File: config.mk
export PLATFORM = sky130hd
export DESIGN_NAME = exibe_sequencia
export DESIGN_NICKNAME = d
export VERILOG_FILES = /design/src/rtl/exibe_sequencia.sv
export SDC_FILE = /design/constraint.sdc
export NUM_CORES = 1
export LEC_CHECK = 0
export ABC_AREA = 1
export CAP_MARGIN = 0
export CORE_MARGIN = 4
export CORE_UTILIZATION = 51
export CTS_CLUSTER_DIAMETER = 80
export DETAILED_ROUTE_END_ITERATION = 12
export GPL_TIMING_DRIVEN = 0
export PLACE_DENSITY = 0.78
export SYNTH_ARGS = -nofsm -noshare
export SYNTH_HDL_FRONTEND = slang
export SYNTH_SLANG_ARGS = --single-unit
export TNS_END_PERCENT = 100
File: constraint.sdc
create_clock -name clock -period 1.6 [get_ports clock]
set_input_delay 0.16 -clock clock [delete_from_list [all_inputs] [get_ports clock]]
set_output_delay 0.16 -clock clock [all_outputs]
set_load 0.02 [all_outputs]
File: src/rtl/exibe_sequencia.sv
// Sequence presenter: reads positions 0..rodada from the game memory and shows each on the LEDs
// for ON_CYCLES, then blanks them for OFF_CYCLES. Optional abort input: EXIBE_SEQUENCIA_ABORTA_EN.
module exibe_sequencia #(
  parameter int ON_CYCLES  = 1000,
  parameter int OFF_CYCLES = 500
) (
  input  logic       clock,
  input  logic       reset,
  input  logic       iniciar,
`ifdef EXIBE_SEQUENCIA_ABORTA_EN
  input  logic       abortar,
`endif
  input  logic [3:0] rodada,
  input  logic [3:0] mem_dado,
  output logic [3:0] mem_addr,
  output logic [3:0] leds,
  output logic       ocupado,
  output logic       pronto,
  output logic [3:0] db_estado
);

  localparam logic [2:0] INICIAL = 3'd0;
  localparam logic [2:0] BUSCA   = 3'd1;
  localparam logic [2:0] CARREGA = 3'd2;
  localparam logic [2:0] ACESO   = 3'd3;
  localparam logic [2:0] APAGADO = 3'd4;
  localparam logic [2:0] FIM     = 3'd5;

  localparam int MAX_CYCLES = (ON_CYCLES > OFF_CYCLES) ? ON_CYCLES : OFF_CYCLES;
  localparam int TW         = (MAX_CYCLES < 2) ? 1 : $clog2(MAX_CYCLES + 1);

  logic [2:0]    state;
  logic [2:0]    next;
  logic [3:0]    addr;
  logic [3:0]    rodada_reg;
  logic [TW-1:0] timer;
  logic          timer_fim;
  logic          busy;
  logic          abort_req;

`ifdef EXIBE_SEQUENCIA_ABORTA_EN
  assign abort_req = abortar;
`else
  assign abort_req = 1'b0;
`endif

  assign busy      = (state == BUSCA) || (state == CARREGA) || (state == ACESO) || (state == APAGADO);
  assign timer_fim = ((state == ACESO)   && (timer == TW'(ON_CYCLES - 1))) ||
                     ((state == APAGADO) && (timer == TW'(OFF_CYCLES - 1)));

  assign mem_addr  = addr;
  assign ocupado   = busy;
  assign pronto    = (state == FIM);
  assign db_estado = {1'b0, state};

  // NOTE: every variable assigned in this block gets a default first, so no latch is inferred.
  always_comb begin
    next = state;
    case (state)
      INICIAL: if (iniciar && !abort_req) next = BUSCA;
      BUSCA:   next = CARREGA;
      CARREGA: next = ACESO;
      ACESO:   if (timer_fim) next = APAGADO;
      APAGADO: if (timer_fim) next = (addr == rodada_reg) ? FIM : BUSCA;
      FIM:     next = INICIAL;
      default: next = INICIAL;
    endcase
    if (abort_req && busy) next = INICIAL;
  end

  // NOTE: state registers use non-blocking assignments so all of them update together at the edge.
  always_ff @(posedge clock or posedge reset) begin
    if (reset) begin
      state      <= INICIAL;
      addr       <= '0;
      rodada_reg <= '0;
      timer      <= '0;
      leds       <= '0;
    end else begin
      state <= next;

      // The timer restarts on every state entry, so each phase counts from zero.
      if (next != state)
        timer <= '0;
      else if ((state == ACESO) || (state == APAGADO))
        timer <= timer + 1'b1;
      else
        timer <= '0;

      case (state)
        CARREGA: leds <= mem_dado;
        ACESO:   if (timer_fim) leds <= '0;
        default: leds <= '0;
      endcase

      case (state)
        INICIAL: begin
          addr <= '0;
          if (iniciar && !abort_req) rodada_reg <= rodada;
        end
        APAGADO: if (timer_fim && (addr != rodada_reg)) addr <= addr + 1'b1;
        FIM:     addr <= '0;
        default: ;
      endcase

      if (abort_req && busy) begin
        leds <= '0;
        addr <= '0;
      end
    end
  end

endmodule

==> qor.yml <==
outcome:
  outcome: "finished, final reports clean"
layout:
  top_register: "timer"
  layout-drive-gt1-share_pct: 29.0
  stdcell_count: 237
  syn_to_final_growth_pct: 37.7
  largest_reg_flops: 10
  fillers: 188
  utilization_pct: 74.7
  nNetsFinal: 221
  design_area_mm2: 0.00188
  regArea_um2: 629
  multi_input_area_um2: 746
  antennaDiodeCount: 0
die:
  coreArea_mm2: 0.00252
  die_h_um: 59.8
  die_width_um: 59.8
  io_pins: 25
  rows: 18
  die_area_mm2: 0.00357
  initial_utilization_pct: 54.2
yosys:
  synth_cells: 165
  synth_ff_type: "dfrtp_1"
  ys_types: 26
  seq_area_frac_synth_pct: 45.7
  synth_enable_flop_cells: 0
  synth_area_leaders: "dfrtp_1, nand2_1, inv_1"
  ys_warn_count: 0
  synth_top_area_share_pct: 45.7
  synth_top_area_cell: "dfrtp_1"
  synth_area_mm2: 0.00137
  synth_common_cells: "nand2_1, dfrtp_1, inv_1"
  ys_async_sr_fraction_pct: 100
  ys_ff_latch: 25
  syn_avg_cell_area_um2: 8.29
  yosysMostFrequentCell: "nand2_1"
  synth_nets: 178
place:
  place_inst: 218
  io_buffer_count: 23
  dp_slack_ns: -0.237
  placed_area_mm2: 0.00164
  gp_congestion: 0.929
  dp_hpwl_um: 2070
sta:
  hold_violations: 0
  fmaxAchievable_ghz: 0.635
  rsz0062_at_grt: "true"
  setup_viol: 0
  worst_pin_slew_ns: 0.940
  fin_ws_ns: 0.0259
  max_slew_margin_pct: 37.3
  hold_slack_ns: 0.336
  fin_worst_skew_ns: 0.00506
  min_period_ns: 1.57
  fin_tns_setup_ns: 0
  finalMaxSlewViolations: 0
  period_share_pct: 98.4
routing:
  wl_met2_um: 1700
  drt_drc_violations_left: 0
  antenna_left: 0
  wire_per_inst_um: 14.0
  met1Wirelength_um: 1370
  dr.first_iter.drc_count: 83
  firstDrtPassIters: 5
  viasPerCell: 5.31
  drt-total-wl_um: 3320
  top_layer: "met4"
  dr_total_vias: 1258
  wl_met3_um: 174
cts:
  cts_buffer_depth: 2
  clkSlewWorstSetupHoldPaths_ns: 0.14
  clock_latency_ns: 0.31
  cts_tree: "done"
  h-tree-depth: 1
  cts_buffers: 3
  cts_hold_buf: 0
  clock_sinks: 25
  cts_root_buf: "clkbuf_4"
global_routing:
  grt_pass1_vias: 1098
  grt_max_degree: 26
  grt_pass1_wl_um: 4880
  grt-ovfl-total: 0
  antenna_found_initial: 0
  grt_util_all_layers_pct: 18.1
power:
  peakVddDrop_uv: 446
  power_mw: 0.986
  leakage_nw: 0.963
  powerDensity_mw_per_mm2: 523
worst_setup_path:
  worst-r2r-cell-count: 10
  critPathBufInv: 1
  cp-start-kind: "register"
  crit_slowest_cell: "dfrtp_2"
  criticalPathCategory: "reg2reg"
  critical-path-top-delay-family: "simple AND/OR/NAND/NOR gates"
  startpoint: "state[1]"
  timing.rr.end: "mem_addr[3]"
  cpPeakStageDelay_ns: 0.51
  critPathCapture: "mem_addr[3]"
  worstPathRequired_ns: 1.81
  critical_path.most_common_cell: "nand2_1"
  worstPathArrival_ns: 1.79
  path_cells: "buf_6 -> nand3_2 -> nor2_2 -> nand2_2 -> nand2_1 -> nand2_1 -> nand2_2 -> nand2_4 -> nand2_1 -> o21ai_1"
  r2r_slack_ns: 0.03
  cp-end-kind: "register"
  timing.rr.start: "state[1]"
  crit_cells: 10
  cp_max_fo: 7
job:
  maxCapViolCount: 0
hold_path:
  min_path_type: "in2async"
-- worst min-delay path by stage --
stage	start	to	slack, ns	depth (start not counted)
2_1_floorplan	reset	leds[0]	0.19	1
3_3_place_gp	rodada_reg[1]	rodada_reg[1]	0.51	1
3_5_place_dp	rodada_reg[0]	rodada_reg[0]	0.52	1
4_1_cts	reset	timer[0]	0.37	2
5_1_grt	reset	timer[8]	0.42	2
6_report	reset	timer[8]	0.34	2
-- power by group --
| group | switching, mW | internal [mW] |
|---|---|---|
| logic | 0.0286 | 0.0334 |
| clock network | 0.187 | 0.0974 |
| registers | 0.00262 | 0.637 |
| total | 0.218 | 0.768 |
-- worst register-to-register path, delay by kind of cell (launching register included) --
| family | cells | cell delay [ns] |
|---|---|---|
| buffers and inverters | 1 | 0.14 |
| AOI/OAI and AO/OA | 1 | 0.07 |
| and+or+nand+nor | 8 | 0.76 |
| DFF | 1 | 0.51 |
-- cell type report --
class,instances,share of cell area (%)
Buffer,1,0.399
Tap cell,30,1.99
Multi-Input combinational cell,116,39.6
Inverter,24,5.05
Clock buffer,4,1.40
Sequential cell,25,33.4
Timing Repair Buffer,37,18.1
-- logic make-up (layout without fill, tap and decap cells) --
| family | Yosys count | after routing | share of synthesized area (%) |
|---|---|---|---|
| AO/OA/AOI/OAI | 16 | 16 | 6.77 |
| XOR/XNOR | 6 | 6 | 3.84 |
| adder cells (fa/ha/maj) | 2 | 2 | 1.83 |
| buffers and inverters | 25 | 66 | 7.14 |
| flip-flops | 25 | 25 | 45.7 |
| multiplexers | 4 | 4 | 3.29 |
| other | 1 | 1 | 0.274 |
| AND/OR/NAND/NOR | 86 | 87 | 31.1 |
-- timing repair --
action	in CTS	in global routing
buffers inserted	4	10
gates cloned	1	0
hold endpoints to repair	0	0
resized for setup	16	26
pin swaps	3	8
setup endpoints to repair	19	21
-- metal layers --
metal	track usage, %	vias to the layer above
li1	-	617
met1	23.5	587
met2	30.4	43
met3	2.38	11
met4	6.65	0
met5	0	-
-- cell usage in the layout (no fill, tap or decap), drive strengths merged, types with 2 or more instances in the layout --
| cell | count |
|---|---|
| inv | 24 |
| clkbuf | 4 |
| nand3 | 20 |
| xor2 | 2 |
| nand4 | 3 |
| dlygate4sd2 | 2 |
| dlymetal6s2s | 3 |
| dfrtp | 25 |
| ha | 2 |
| xnor2 | 4 |
| nor2 | 20 |
| o21ai | 12 |
| buf | 16 |
| a21oi | 2 |
| nand2 | 36 |
| nor3 | 4 |
| mux2 | 4 |
| or2 | 3 |
| clkdlybuf4s50 | 16 |
Power figures use the tool's default switching activity.
